`config.mk`:
```
export PLATFORM = sky130hd
export DESIGN_NAME = light_sched
export DESIGN_NICKNAME = d
export VERILOG_FILES = /design/src/rtl/light_sched.sv
export SDC_FILE = /design/constraint.sdc
export NUM_CORES = 1
export LEC_CHECK = 0
export BUFFER_PORTS_ARGS = -buffer_cell sky130_fd_sc_hd__buf_2
export CORE_UTILIZATION = 35
export CTS_CLUSTER_DIAMETER = 30
export DETAILED_ROUTE_END_ITERATION = 8
export GPL_ROUTABILITY_DRIVEN = 0
export PLACE_DENSITY_LB_ADDON = 0.05
export SLEW_MARGIN = 20
export SYNTH_ARGS = -nofsm -noshare
export SYNTH_HDL_FRONTEND = slang
export SYNTH_SLANG_ARGS = --single-unit
export TNS_END_PERCENT = 50
```
`constraint.sdc`:
```
create_clock -name clk -period 3.13 [get_ports clk]
set_clock_uncertainty 0.05 [all_clocks]
set_input_delay 0.1565 -clock clk [delete_from_list [all_inputs] [get_ports clk]]
set_output_delay 0.1565 -clock clk [all_outputs]
set_load 0.005 [all_outputs]
```
`src/rtl/light_sched.sv`:
```
// Running-light scheduler for a 16-bit LED bank: a prescaler generates advance ticks,
// a pattern engine steps the LEDs, and a button-driven run/pause FSM gates the prescaler.
module light_sched #(
    parameter int unsigned BASE_DIV = 5000000,
    parameter int unsigned CNT_W    = 32
) (
    input  logic        clk,
    input  logic        rst,
    input  logic [1:0]  mode,
    input  logic [2:0]  speed,
    input  logic        btn_pause,
    input  logic        btn_step,
    output logic [15:0] led,
    output logic        tick,
    output logic        running
);

    typedef enum logic {ST_RUN, ST_PAUSED} state_t;
    typedef enum logic {DIR_LEFT, DIR_RIGHT} dir_t;

    state_t             r_state;
    dir_t               r_dir;
    logic [1:0]         r_mode_q;
    logic [CNT_W-1:0]   r_count;
    logic               r_pause_s1, r_pause_s2, r_pause_prev;
    logic               r_step_s1, r_step_s2, r_step_prev;

    logic               w_pause_edge, w_step_edge, w_step;
    logic               w_cnt_adv, w_adv;
    logic [CNT_W-1:0]   w_period;
    logic               w_onehot;
    logic [15:0]        w_bnc_led;
    dir_t               w_bnc_dir;

    always_ff @(posedge clk or posedge rst) begin
        if (rst) begin
            r_pause_s1   <= 1'b0;
            r_pause_s2   <= 1'b0;
            r_pause_prev <= 1'b0;
            r_step_s1    <= 1'b0;
            r_step_s2    <= 1'b0;
            r_step_prev  <= 1'b0;
        end else begin
            r_pause_s1   <= btn_pause;
            r_pause_s2   <= r_pause_s1;
            r_pause_prev <= r_pause_s2;
            r_step_s1    <= btn_step;
            r_step_s2    <= r_step_s1;
            r_step_prev  <= r_step_s2;
        end
    end

    assign w_pause_edge = r_pause_s2 & ~r_pause_prev;
    assign w_step_edge  = r_step_s2 & ~r_step_prev;
    // A pause edge in the same cycle swallows a step edge.
    assign w_step       = (r_state == ST_PAUSED) && w_step_edge && !w_pause_edge;
    assign w_period     = CNT_W'(BASE_DIV) << speed;
    assign w_cnt_adv    = (r_state == ST_RUN) && (r_count >= w_period - CNT_W'(1));
    assign w_adv        = w_cnt_adv | w_step;

    always_comb begin
        w_onehot  = (led != '0) && ((led & (led - 16'd1)) == '0);
        w_bnc_led = 16'h0001;
        w_bnc_dir = r_dir;
        if (w_onehot) begin
            if (r_dir == DIR_LEFT) begin
                if (led == 16'h8000) begin
                    w_bnc_led = 16'h4000;
                    w_bnc_dir = DIR_RIGHT;
                end else begin
                    w_bnc_led = led << 1;
                end
            end else begin
                if (led == 16'h0001) begin
                    w_bnc_led = 16'h0002;
                    w_bnc_dir = DIR_LEFT;
                end else begin
                    w_bnc_led = led >> 1;
                end
            end
        end
    end

    always_ff @(posedge clk or posedge rst) begin
        if (rst) begin
            r_state  <= ST_RUN;
            running  <= 1'b1;
            r_count  <= '0;
            tick     <= 1'b0;
            led      <= 16'h0001;
            r_dir    <= DIR_LEFT;
            r_mode_q <= 2'd0;
        end else begin
            tick <= w_adv;

            if (r_state == ST_RUN) begin
                r_count <= w_cnt_adv ? '0 : r_count + CNT_W'(1);
            end else if (w_step) begin
                r_count <= '0;
            end

            if (w_pause_edge) begin
                r_state <= (r_state == ST_RUN) ? ST_PAUSED : ST_RUN;
                running <= (r_state != ST_RUN);
            end

            if (w_adv) begin
                if (mode != r_mode_q) begin
                    led      <= (mode == 2'd3) ? 16'hFFFF : 16'h0001;
                    r_dir    <= DIR_LEFT;
                    r_mode_q <= mode;
                end else begin
                    case (r_mode_q)
                        2'd0: led <= {led[14:0], led[15]};
                        2'd1: led <= {led[0], led[15:1]};
                        2'd2: begin
                            led   <= w_bnc_led;
                            r_dir <= w_bnc_dir;
                        end
                        default: led <= ~led;
                    endcase
                end
            end
        end
    end

endmodule
```
==> reports/qor.log <==
[cts] total CTS buffers 9
[cts] worst-case clock buffer depth 2
[global_route] via count of the first global-routing pass 4,392
[route] DR iter-0 viols 343
[cts] number of sinks driven by the clock tree 60
[final_layout] final-layout fill cell count 1,336
[synthesis] top cell type's share of synthesized area 0.307
[power] Max IR drop VDD 250 uV
[synthesis] mean instance size in the synthesized netlist 8.58 um2
[synthesis] net count after synthesis 593
[die] starting density of the core 0.358
[place] Cell Area, Placed 5450 um2
[timing] setup total negative slack 0 ps
[power] leakage power total 2.44 nW
[critical_path] cell-by-cell listing of the critical path buf_6, clkinvlp_4, ha_4, nand2b_4, nor4_2, a21oi_1, nor3_2, and2_4, a221oi_2, ha_1, a21oi_1, o211ai_1, a31oi_1, o21ai_2, or2_4, buf_4, or3_1, o21ai_1
[power] Seq pwr share 0.295
[critical_path] cell repeated most along the worst path sky130_fd_sc_hd__a21oi_1
[place] Post-DP HPWL 9790 um
[critical_path] kind of cell adding the most delay to the critical path simple AND/OR/NAND/NOR gates
[die] Chip Width 118 um
[global_route] total global-route track usage 0.206
[global_route] Overflow after GRT 0
[power] Clk network pwr share 0.242
[final_layout] post-route standard cell area excluding fillers 5920 um2
[synthesis] top area cells in the synthesized netlist sky130_fd_sc_hd__dfrtp_1, sky130_fd_sc_hd__ha_1, sky130_fd_sc_hd__o21ai_0
[power] areal power density over the cells 762 nW/um2
[die] die height 118 um
[synthesis] Unique masters post-synth 69
[die] core box area 13,200 um2
[synthesis] largest area contributor in the netlist sky130_fd_sc_hd__dfrtp_1
[timing] minimum setup slack in the final design 92.8 ps
[final_layout] ant diodes 0
[global_route] maximum number of pins on one net before global-route repair 46
[critical_path] Slowest Stage Delay on Critical Path 340 ps
[route] detailed-route wire length per cell 17.5 um
[synthesis] ranking of synthesized cells by instance count sky130_fd_sc_hd__dfrtp_1, sky130_fd_sc_hd__o21ai_0, sky130_fd_sc_hd__nand2_1, sky130_fd_sc_hd__ha_1, sky130_fd_sc_hd__clkbuf_1
[run] reported max-cap violation count 0
[final_layout] Final Util 0.447
[timing] highest attainable clock frequency 0.329 GHz
[synthesis] number of enable flip-flop cells after synthesis 0
[cts] Clk Latency, worst-skew pair 330 ps
[synthesis] flop and latch count out of synthesis 60
[cts] Clk Tree Root Cell sky130_fd_sc_hd__clkbuf_16
[synthesis] mapped cell area 4730 um2
[critical_path] CP Buf/Inv Count 3
[synthesis] async set-or-reset flop fraction in the synthesized netlist 1.00
[critical_path] Critical Path RT 3330 ps
[critical_path] Worst setup EP type register
[route] residual antenna-violating net count after detailed routing 0
[timing] RSZ-0062 raised after global routing yes
[route] Vias 4,505
[cts] Clk pin slew, worst setup/hold paths 60 ps
[timing] Worst-Margin Slew 848 ps
[place] number of I/O port buffers 26
[route] per-cell via count in the routed design 5.68
[global_route] first-pass GRT wire length 23,200 um
[power] switching share of power 0.428
[route] number of remaining DRC errors 0
[final_layout] share of layout cells above drive strength 1 0.254
[global_route] initial antenna violation count 0
[die] Core Rows 42
[timing] final setup fails 0
[critical_path] top fanout value on the critical path 7
[critical_path] Worst Path Class, Setup input port to register
[place] Setup Slack @ Placement -545 ps
[run_status] run status finished clean
[final_layout] Final #Nets 653
[critical_path] Worst path slowest cell sky130_fd_sc_hd__or3_1
[critical_path] critical path launch point type input port
[critical_path] arrival time of data at the critical path endpoint 3240 ps
[power] power consumption 4.51 mW
[route] first drt pass iteration count 4
[synthesis] most used standard cell by instance count after synthesis sky130_fd_sc_hd__dfrtp_1
[synthesis] Seq/Total Area, Yosys 0.318
[hold_path] worst hold path type input port to register
[power] net switching power of the design 1.93 mW
[synthesis] Gate Count Post-Synth 552
[final_layout] Area Growth Syn to Fin 25.1%
[route] Routed WL 13,900 um
[synthesis] YS warnings 0
[timing] Period Utilization, post-route 0.970
[timing] Final Hold Viols 0
[cts] CTS tree yes
[timing] count of final max-slew check failures 0
[cts] number of H-tree branching levels 3
[synthesis] Primary FF master, synth sky130_fd_sc_hd__dfrtp_1
[power] combinational fraction of design power 0.463
[die] count of boundary I/O pins 27
[timing] time the worst path needs with I/O delays and setup 3040 ps
[power] internal power contribution 2.58 mW
[timing] max_slew headroom 0.431
[die] die area 14,000 um2
-- per-layer routing --
metal,up-vias,GRT usage,part of all wire
li1,2210,-,-
met1,2196,0.262,0.47
met4,0,0.0665,0.015
met3,17,0.0299,0.022
met2,82,0.356,0.49
met5,-,0,0
-- worst register-to-register path, stage by stage, from the launching register on --
cell	delay, ps
sky130_fd_sc_hd__dfrtp_1	490
sky130_fd_sc_hd__nor4_4	450
sky130_fd_sc_hd__nand3_1	170
sky130_fd_sc_hd__a211oi_1	230
sky130_fd_sc_hd__o211a_2	460
sky130_fd_sc_hd__nand2_2	100
sky130_fd_sc_hd__or4_4	520
sky130_fd_sc_hd__o31ai_4	180
-- stage by stage --
step                instances  hold WS [ps]
finish                    793           124
global route              793           131
CTS                       791           121
detailed placement        771           108
global placement          771           105
floorplan                 552           138
-- final timing paths --
path                                 from      endpoint  slack (ps)  depth (start not counted)
worst max-delay path             speed[1]    r_count[8]          90                         18
worst min-delay path              mode[0]   r_mode_q[0]         120                          2
worst max register to register     led[9]         r_dir         390                          7
worst min register to register  r_step_s1     r_step_s2         290                          0
max in group asynchronous             rst    r_count[9]        1800                          4
min in group asynchronous             rst  r_pause_prev         300                          3
-- power groups by stage --
| stage | Clock, mW | Combinational [mW] | Sequential (mW) |
|---|---|---|---|
| after floorplan | 0 | 1.52 | 1.15 |
| after global placement | 0 | 1.97 | 1.33 |
| after detailed placement | 0 | 2.00 | 1.34 |
| after CTS | 1.11 | 2.05 | 1.32 |
| after global routing | 1.14 | 2.29 | 1.37 |
| final | 1.09 | 2.09 | 1.33 |
-- flip-flops by register name (all words and copies together), names as in the netlist --
name,count
r_count,32
led,16
r_mode_q,2
r_dir,1
r_pause_prev,1
r_pause_s1,1
r_pause_s2,1
r_state,1
r_step_prev,1
r_step_s1,1
r_step_s2,1
running,1
tick,1
-- placed cells by master (no fill, tap or decap), types with 3 or more instances in the layout --
master	netlist	final
sky130_fd_sc_hd__a211oi_1	19	18
sky130_fd_sc_hd__nand4_1	11	11
sky130_fd_sc_hd__and2_1	12	11
sky130_fd_sc_hd__nor3_1	23	22
sky130_fd_sc_hd__buf_4	2	53
sky130_fd_sc_hd__or3_1	5	5
sky130_fd_sc_hd__dfrtp_1	58	58
sky130_fd_sc_hd__ha_2	0	3
sky130_fd_sc_hd__o21a_1	3	3
sky130_fd_sc_hd__o21ai_1	4	4
sky130_fd_sc_hd__a2111oi_2	5	5
sky130_fd_sc_hd__a21oi_1	20	19
sky130_fd_sc_hd__and3_1	10	10
sky130_fd_sc_hd__nor2b_1	9	9
sky130_fd_sc_hd__inv_1	18	15
sky130_fd_sc_hd__o21ai_0	50	48
sky130_fd_sc_hd__a2111oi_0	6	6
sky130_fd_sc_hd__dlygate4sd3_1	0	3
sky130_fd_sc_hd__nand3_1	20	19
sky130_fd_sc_hd__a22o_1	5	5
sky130_fd_sc_hd__nand2_1	48	47
sky130_fd_sc_hd__nor2_1	22	21
sky130_fd_sc_hd__mux2i_1	3	3
sky130_fd_sc_hd__xnor2_1	8	7
sky130_fd_sc_hd__a221oi_1	6	5
sky130_fd_sc_hd__mux2_2	11	9
sky130_fd_sc_hd__nor4_1	6	4
sky130_fd_sc_hd__xor2_1	9	9
sky130_fd_sc_hd__buf_2	6	24
sky130_fd_sc_hd__nand2b_1	4	3
sky130_fd_sc_hd__ha_1	32	27
sky130_fd_sc_hd__a31oi_1	20	20
sky130_fd_sc_hd__a21o_1	9	9
sky130_fd_sc_hd__buf_6	1	4
sky130_fd_sc_hd__o22a_1	12	12
sky130_fd_sc_hd__clkbuf_16	0	9
sky130_fd_sc_hd__clkinvlp_4	0	5
-- layout make-up --
class,count,area [um2],share of cell area
tap,176,220,0.0372
clock inverter,7,100,0.0169
clock buffer,9,225,0.0380
multi-input combinational,436,3150,0.532
sequential,60,1500,0.254
inverter,18,75.1,0.0127
timing repair buffer,87,648,0.109
-- cell families after synthesis --
logic type | synth area share
AO/OA/AOI/OAI | 0.272
XOR/XNOR | 0.0314
adder cells (fa/ha/maj) | 0.0867
buffers and inverters | 0.0499
flip-flops | 0.318
multiplexers | 0.0325
AND/OR/NAND/NOR | 0.210
-- repair_timing --
item                       in CTS  in global routing
cloned                          1                  0
pin swaps                       6                  7
setup buffers                   0                  2
gates resized for setup        14                  8
hold endpoints to repair       17                  0
hold buffers                    3                  0
setup endpoints to repair      51                 51
No activity file was read; power rests on OpenSTA's default activity.
